===== src/rtl/eb1_dccm_arb_pkg.sv =====
// Shared types for the DCCM port arbiter.
//   eb1_dccm_arb_req_pkt_t : request attributes captured for an RMW sequence
//   eb1_dccm_arb_state_t   : arbiter FSM states
//   OWN_LSU / OWN_DMA      : 1-bit owner tag for in-flight reads
//   word_align()           : clears byte-offset bits of a DCCM address
package eb1_dccm_arb_pkg;

    localparam int unsigned ARB_ADDR_W = 16;
    localparam int unsigned ARB_DATA_W = 32;
    localparam int unsigned ARB_BE_W   = ARB_DATA_W / 8;

    typedef struct packed {
        logic                  we;
        logic [ARB_ADDR_W-1:0] addr;
        logic [ARB_DATA_W-1:0] wdata;
        logic [ARB_BE_W-1:0]   wbe;
    } eb1_dccm_arb_req_pkt_t;

    typedef enum logic [1:0] {
        IDLE   = 2'd0,
        RMW_RD = 2'd1,
        RMW_WR = 2'd2
    } eb1_dccm_arb_state_t;

    localparam logic OWN_LSU = 1'b0;
    localparam logic OWN_DMA = 1'b1;

    // DCCM is word-addressed; bits [1:0] never reach the macro.
    function automatic logic [ARB_ADDR_W-1:0] word_align(input logic [ARB_ADDR_W-1:0] addr);
        return {addr[ARB_ADDR_W-1:2], 2'b00};
    endfunction

endpackage


===== src/rtl/eb1_dccm_byte_merge.sv =====
// Per-byte select between new and old data (shared with the ECC scrub path).
//   new_data : bytes taken where be[i] is set
//   old_data : bytes taken where be[i] is clear
//   be       : byte enables, one per byte
//   merged_c : combinational merged word
module eb1_dccm_byte_merge #(
    parameter int unsigned DATA_W = 32
) (
    input  logic [DATA_W-1:0]   new_data,
    input  logic [DATA_W-1:0]   old_data,
    input  logic [DATA_W/8-1:0] be,
    output logic [DATA_W-1:0]   merged_c
);

    localparam int unsigned BE_W = DATA_W / 8;

    for (genvar i = 0; i < BE_W; i++) begin : g_byte
        assign merged_c[8*i +: 8] = be[i] ? new_data[8*i +: 8] : old_data[8*i +: 8];
    end

endmodule


===== src/rtl/eb1_dccm_arb.sv =====
// DCCM lo-port arbiter between the LSU and the DMA slave.
//   LSU has fixed priority; a starvation counter forces a DMA grant once a
//   pending DMA request has been refused DMA_MAX_WAIT times. Partial writes
//   run as a read, merge-and-write, turnaround-bubble sequence.
// Ports:
//   clk, rst                         : clock, async active-high reset
//   lsu_* / dma_*                    : requester channels (req/gnt handshake,
//                                      read data returned one cycle after gnt)
//   dccm_rden/wren, *_addr_lo, data  : DCCM macro lo-port (read data lags rden by 1)
//   arb_busy                         : FSM is inside an RMW sequence
// The RMW packet type is sized by the package widths, so DCCM_BITS and DATA_W
// are expected to stay at ARB_ADDR_W / ARB_DATA_W.
module eb1_dccm_arb
    import eb1_dccm_arb_pkg::*;
#(
    parameter int unsigned DCCM_BITS    = ARB_ADDR_W,
    parameter int unsigned DATA_W       = ARB_DATA_W,
    parameter int unsigned DMA_MAX_WAIT = 8
) (
    input  logic                   clk,
    input  logic                   rst,

    input  logic                   lsu_req,
    input  logic                   lsu_we,
    input  logic [DCCM_BITS-1:0]   lsu_addr,
    input  logic [DATA_W-1:0]      lsu_wdata,
    input  logic [DATA_W/8-1:0]    lsu_wbe,
    output logic                   lsu_gnt,
    output logic                   lsu_rvalid,
    output logic [DATA_W-1:0]      lsu_rdata,

    input  logic                   dma_req,
    input  logic                   dma_we,
    input  logic [DCCM_BITS-1:0]   dma_addr,
    input  logic [DATA_W-1:0]      dma_wdata,
    input  logic [DATA_W/8-1:0]    dma_wbe,
    output logic                   dma_gnt,
    output logic                   dma_rvalid,
    output logic [DATA_W-1:0]      dma_rdata,

    output logic                   dccm_rden,
    output logic                   dccm_wren,
    output logic [DCCM_BITS-1:0]   dccm_rd_addr_lo,
    output logic [DCCM_BITS-1:0]   dccm_wr_addr_lo,
    output logic [DATA_W-1:0]      dccm_wr_data_lo,
    input  logic [DATA_W-1:0]      dccm_rd_data_lo,

    output logic                   arb_busy
);

    localparam int unsigned BE_W  = DATA_W / 8;
    localparam int unsigned CNT_W = 8;
    localparam logic [CNT_W-1:0] MAX_WAIT = CNT_W'(DMA_MAX_WAIT);

    eb1_dccm_arb_state_t   state, state_nxt;
    eb1_dccm_arb_req_pkt_t lsu_pkt, dma_pkt, win_pkt, rmw_pkt;

    logic [CNT_W-1:0]  starve_cnt;
    logic              rd_pending;
    logic              rd_owner;
    logic              rd_issue;
    logic              rmw_start;
    logic [DATA_W-1:0] lsu_rdata_q;
    logic [DATA_W-1:0] dma_rdata_q;
    logic [DATA_W-1:0] merged;

    // Pack requester attributes into the shared packet shape.
    assign lsu_pkt = '{we:    lsu_we,
                       addr:  ARB_ADDR_W'(lsu_addr),
                       wdata: ARB_DATA_W'(lsu_wdata),
                       wbe:   ARB_BE_W'(lsu_wbe)};
    assign dma_pkt = '{we:    dma_we,
                       addr:  ARB_ADDR_W'(dma_addr),
                       wdata: ARB_DATA_W'(dma_wdata),
                       wbe:   ARB_BE_W'(dma_wbe)};
    assign win_pkt = dma_gnt ? dma_pkt : lsu_pkt;

    eb1_dccm_byte_merge #(
        .DATA_W (DATA_W)
    ) u_merge (
        .new_data (DATA_W'(rmw_pkt.wdata)),
        .old_data (dccm_rd_data_lo),
        .be       (BE_W'(rmw_pkt.wbe)),
        .merged_c (merged)
    );

    // State register.
    always_ff @(posedge clk or posedge rst) begin
        if (rst) begin
            state <= IDLE;
        end else begin
            state <= state_nxt;
        end
    end

    // Arbitration, next state and DCCM port drive.
    always_comb begin
        state_nxt       = state;
        lsu_gnt         = 1'b0;
        dma_gnt         = 1'b0;
        dccm_rden       = 1'b0;
        dccm_wren       = 1'b0;
        dccm_rd_addr_lo = '0;
        dccm_wr_addr_lo = '0;
        dccm_wr_data_lo = '0;
        rd_issue        = 1'b0;
        rmw_start       = 1'b0;

        // Grants only in IDLE; a starved DMA overrides LSU priority.
        if (!rst && (state == IDLE)) begin
            if (dma_req && (starve_cnt == MAX_WAIT)) begin
                dma_gnt = 1'b1;
            end else if (lsu_req) begin
                lsu_gnt = 1'b1;
            end else if (dma_req) begin
                dma_gnt = 1'b1;
            end
        end

        case (state)
            IDLE: begin
                if (lsu_gnt || dma_gnt) begin
                    if (!win_pkt.we) begin
                        dccm_rden       = 1'b1;
                        dccm_rd_addr_lo = DCCM_BITS'(word_align(win_pkt.addr));
                        rd_issue        = 1'b1;
                    end else if (&win_pkt.wbe) begin
                        dccm_wren       = 1'b1;
                        dccm_wr_addr_lo = DCCM_BITS'(word_align(win_pkt.addr));
                        dccm_wr_data_lo = DATA_W'(win_pkt.wdata);
                    end else if (|win_pkt.wbe) begin
                        // Partial write: fetch the old word first.
                        dccm_rden       = 1'b1;
                        dccm_rd_addr_lo = DCCM_BITS'(word_align(win_pkt.addr));
                        rmw_start       = 1'b1;
                        state_nxt       = RMW_RD;
                    end
                    // wbe == 0 write: accepted, no DCCM access.
                end
            end
            RMW_RD: begin
                dccm_wren       = rmw_pkt.we;
                dccm_wr_addr_lo = DCCM_BITS'(word_align(rmw_pkt.addr));
                dccm_wr_data_lo = merged;
                state_nxt       = RMW_WR;
            end
            RMW_WR: begin
                // Turnaround bubble after the merged write.
                state_nxt = IDLE;
            end
            default: begin
                state_nxt = IDLE;
            end
        endcase
    end

    // RMW capture, read-owner tracking and starvation counter.
    always_ff @(posedge clk or posedge rst) begin
        if (rst) begin
            rmw_pkt    <= '0;
            rd_pending <= 1'b0;
            rd_owner   <= OWN_LSU;
            starve_cnt <= '0;
        end else begin
            if (rmw_start) begin
                rmw_pkt <= win_pkt;
            end
            rd_pending <= rd_issue;
            if (rd_issue) begin
                rd_owner <= dma_gnt ? OWN_DMA : OWN_LSU;
            end
            if (dma_gnt || !dma_req) begin
                starve_cnt <= '0;
            end else if (starve_cnt != MAX_WAIT) begin
                starve_cnt <= starve_cnt + CNT_W'(1);
            end
        end
    end

    // Read data is steered from the macro in the return cycle and held afterwards.
    always_ff @(posedge clk or posedge rst) begin
        if (rst) begin
            lsu_rdata_q <= '0;
            dma_rdata_q <= '0;
        end else begin
            if (lsu_rvalid) begin
                lsu_rdata_q <= dccm_rd_data_lo;
            end
            if (dma_rvalid) begin
                dma_rdata_q <= dccm_rd_data_lo;
            end
        end
    end

    assign lsu_rvalid = rd_pending && (rd_owner == OWN_LSU);
    assign dma_rvalid = rd_pending && (rd_owner == OWN_DMA);
    assign lsu_rdata  = lsu_rvalid ? dccm_rd_data_lo : lsu_rdata_q;
    assign dma_rdata  = dma_rvalid ? dccm_rd_data_lo : dma_rdata_q;
    assign arb_busy   = (state != IDLE);

endmodule


===== config.mk =====
export PLATFORM = sky130hd
export DESIGN_NAME = eb1_dccm_arb
export DESIGN_NICKNAME = d
export VERILOG_FILES = /design/src/rtl/eb1_dccm_arb_pkg.sv /design/src/rtl/eb1_dccm_byte_merge.sv /design/src/rtl/eb1_dccm_arb.sv
export SDC_FILE = /design/constraint.sdc
export NUM_CORES = 1
export LEC_CHECK = 0
export BUFFER_PORTS_ARGS = -buffer_cell sky130_fd_sc_hd__buf_2
export CORE_MARGIN = 2
export CORE_UTILIZATION = 35
export CTS_BUF_LIST = sky130_fd_sc_hd__clkbuf_16
export CTS_CLUSTER_SIZE = 20
export DETAILED_ROUTE_END_ITERATION = 16
export GPL_TIMING_DRIVEN = 1
export HOLD_SLACK_MARGIN = 0.02
export PLACE_DENSITY_LB_ADDON = 0.3
export SLEW_MARGIN = 20
export SYNTH_ARGS = -nofsm -noshare
export SYNTH_HDL_FRONTEND = slang
export SYNTH_SLANG_ARGS = --single-unit

===== constraint.sdc =====
create_clock -name clk -period 4.95 [get_ports clk]
set_input_delay 0.7425 -clock clk [delete_from_list [all_inputs] [get_ports clk]]
set_output_delay 0.7425 -clock clk [all_outputs]
set_load 0.1 [all_outputs]

==> results.json <==
{
  "outcome": "completed",
  "antenna_found_initial": 0,
  "drtAntennaViolNets": 0,
  "cts-resized-gates": 0,
  "final_hold_viol_count": 0,
  "ir_drop_mv": 0.5789,
  "cp_cell_sequence": "inv_1 -> ha_1 -> or4b_4 -> o31ai_1 -> a211o_1 -> a21o_1 -> buf_4 -> o22ai_1 -> buf_2",
  "synth_edf_count": 0,
  "finalWorstPathRequiredPeriod_ns": 4.373,
  "dr.first_iter.drc_count": 180,
  "finalCoreUtilization": 0.4717,
  "number_of_inserted_diodes": 0,
  "final_nets": 990,
  "cts_setup_buffers": 0,
  "startpoint_type": "register",
  "drc_errors": 0,
  "post-synth-top-area-fraction": 0.4731,
  "clock_path_buffers": 2,
  "worst_setup_end_kind": "primary output",
  "regToRegSetupSlack_ns": 2.14,
  "clock-skew-final_ns": 0.008048,
  "period_share": 0.8834,
  "post_cts_hold_buffer_count": 0,
  "synthDistinctLibCells": 45,
  "place_hpwl_um": 12500,
  "clock.fmax_mhz": 228.7,
  "cp_data_arrival_time_ns": 3.63,
  "p_leak_nw": 4.362,
  "clk_root_buffer_cell": "clkbuf_16",
  "critical-path-slowest-cell": "a21o_1",
  "critical_path.n_buffers_inverters": 3,
  "core_um2": 18770,
  "hold_path.class": "reg -> reg",
  "largest_net_degree_at_the_start_of_global_routing": 92,
  "worst_path_largest_cell_delay_ns": 0.78,
  "number_of_max_slew_violations_in_the_final_report": 0,
  "place.port_buffers": 268,
  "final_area_um2": 8853,
  "cts_tree": "done",
  "path_class": "reg -> out",
  "cts.htree.levels": 4,
  "worstMarginPinSlew_ns": 1.042,
  "vias_in_the_first_global_route": 5199,
  "ios": 277,
  "fp.dieH_um": 142.5,
  "routedWlPerCell_um": 16.71,
  "routed_vias_inst": 4.932,
  "asyncSetResetFlopFracSynth": 1.000,
  "cp_top_family": "compound AO/OA/AOI/OAI gates",
  "total_negative_slack_ns": 0,
  "routed_wirelength_um": 18260,
  "cts.clk_slew.worst_paths_ns": 0.06,
  "initial_utilization": 0.3579,
  "area_growth_syn_to_layout_pct": 31.79,
  "worstPathRequired_ns": 4.21,
  "maxCapViolations": 0,
  "placement_rows": 50,
  "syn_inst": 586,
  "die_w_um": 142.5,
  "synth_area_leaders": "dfrtp_1 (47%), mux2_2 (14%), mux2i_1 (14%)",
  "synthesis_warning_total": 0,
  "setup-violations-final": 0,
  "cellPowerDensity_nw_per_um2": 694.7,
  "placed_cell_areas_um2": 8228,
  "max_slew_margin": 0.3056,
  "synth-seq-area-share": 0.4731,
  "cts_inserted_buffers": 17,
  "routed-via-count": 5391,
  "clock_insertion_delay_worst_skew_ns": 0.42,
  "cts.sink_count": 127,
  "post_synth_instance_area_um2": 6718,
  "grt_setup_unrepaired": "false",
  "gr-usage-all-layers": 0.1802,
  "synth.largest_area_cell": "dfrtp_1",
  "place_congestion": 0.7859,
  "wire_length_of_the_first_global_routing_pass_um": 28210,
  "synth.ff_latch_count": 127,
  "cp_max_fo": 24,
  "fp.dieArea_um2": 20320,
  "globalRoute.totalOverflow": 0,
  "syn_avg_cell_area_um2": 11.46,
  "proportion_of_layout_cells_with_a_drive_suffix_above_1": 0.4761,
  "first_pass_iters": 4,
  "number_of_filler_instances_in_the_final_layout": 1807,
  "synth_top_flop_cell": "dfrtp_1"
}
[worst register-to-register path, cell delays in order (launching register included)]
cell,delay [ns]
dfrtp_1,0.39
inv_1,0.09
ha_1,0.17
or4b_4,0.50
o21ai_4,0.21
nand2_2,0.08
clkinv_2,0.24
buf_12,0.33
mux2_2,0.41
mux2_1,0.29
[final cells by class]
class | instances | area, µm² | share of cell area
timing repair buffer | 278 | 1461 | 0.1651
clock inverter | 15 | 172.7 | 0.01950
inverter | 41 | 160.2 | 0.01809
multi-input combinational | 381 | 3163 | 0.3573
tap | 234 | 292.8 | 0.03307
clock buffer | 17 | 425.4 | 0.04805
sequential | 127 | 3178 | 0.3590
[stage by stage]
step / power [W] / worst slack, ns / instances / hold WS, ns
final: 0.006150 / 0.5772 / 1093 / 0.4772
after detailed placement: 0.004895 / 0.9705 / 1060 / 0.4635
after global routing: 0.006398 / 0.3266 / 1093 / 0.4984
after CTS: 0.006195 / 0.5165 / 1092 / 0.4764
after floorplan: 0.004424 / 0.7951 / 589 / 0.4394
after global placement: 0.004864 / 1.030 / 1060 / 0.4548
[report_power, final]
part / switching, W / internal, W
sequential: 0.000175 / 0.00141
combinational: 0.00265 / 0.000630
clock: 0.000523 / 0.000757
total: 0.00335 / 0.00280
[cell families (layout without fill, tap and decap cells)]
logic type	after synthesis	after routing	share of synthesized area
and+or+nand+nor	122	122	0.09630
muxes	196	196	0.3107
adders and majority gates	2	2	0.003724
buffers and inverters	81	351	0.05848
AOI/OAI and AO/OA	52	52	0.05066
xor gates and xnor gates	5	5	0.006519
other	1	4	0.0005582
DFF	127	127	0.4731
[routing by layer]
layer | global-route usage | share of wire | vias to the layer above
li1 | - | - | 2598
met1 | 0.2388 | 0.46 | 2558
met2 | 0.2885 | 0.46 | 216
met3 | 0.05081 | 0.071 | 19
met4 | 0.05263 | 0.014 | 0
met5 | 0 | 0 | -
[worst paths after layout]
check	start	to	cells after the start
worst max-delay path	starve_cnt[0]	dccm_wr_data_lo[3]	9
worst min-delay path	rmw_pkt[52]	rmw_pkt[52]	1
worst max register to register	starve_cnt[0]	rmw_pkt[43]	9
worst min register to register	rmw_pkt[52]	rmw_pkt[52]	1
max in group asynchronous	rst	rmw_pkt[20]	3
min in group asynchronous	rst	starve_cnt[5]	2
[cell usage in the layout (no fill, tap or decap), types with 3 or more instances in the layout]
cell and instances:
a211oi_1 3, nand3_1 48, o21ai_0 7, clkinv_4 3
mux2_1 14, mux2_2 86, a21oi_1 3, o22ai_1 33
dfrtp_1 127, nand2_1 23, and3_1 3, inv_6 6
xor2_1 4, clkbuf_16 17, buf_4 7, inv_1 39
conb_1 4, nor2_1 10, nor2b_1 15, buf_2 268
mux2i_1 96
[cells in the mapped netlist (all sizes together) (2+ instances only)]
master  number
dfrtp      127
mux2       100
mux2i       96
nand3       48
inv         40
o22ai       33
buf         27
nand2       25
nor2b       15
clkbuf      13
nor2        10
o21ai        9
a21oi        4
xor2         4
a211oi       3
and3         3
nand2b       3
and4         2
ha           2
nor3         2
nor4         2
or2          2
or3          2
[state kept, by name, summed over array words and instances, names as in the netlist]
| register | cells |
|---|---|
| rd_pending | 1 |
| rd_owner | 1 |
| dma_rdata_q | 32 |
| lsu_rdata_q | 32 |
| starve_cnt | 8 |
| state | 2 |
| rmw_pkt | 51 |
No activity file was read; power rests on OpenSTA's default activity.
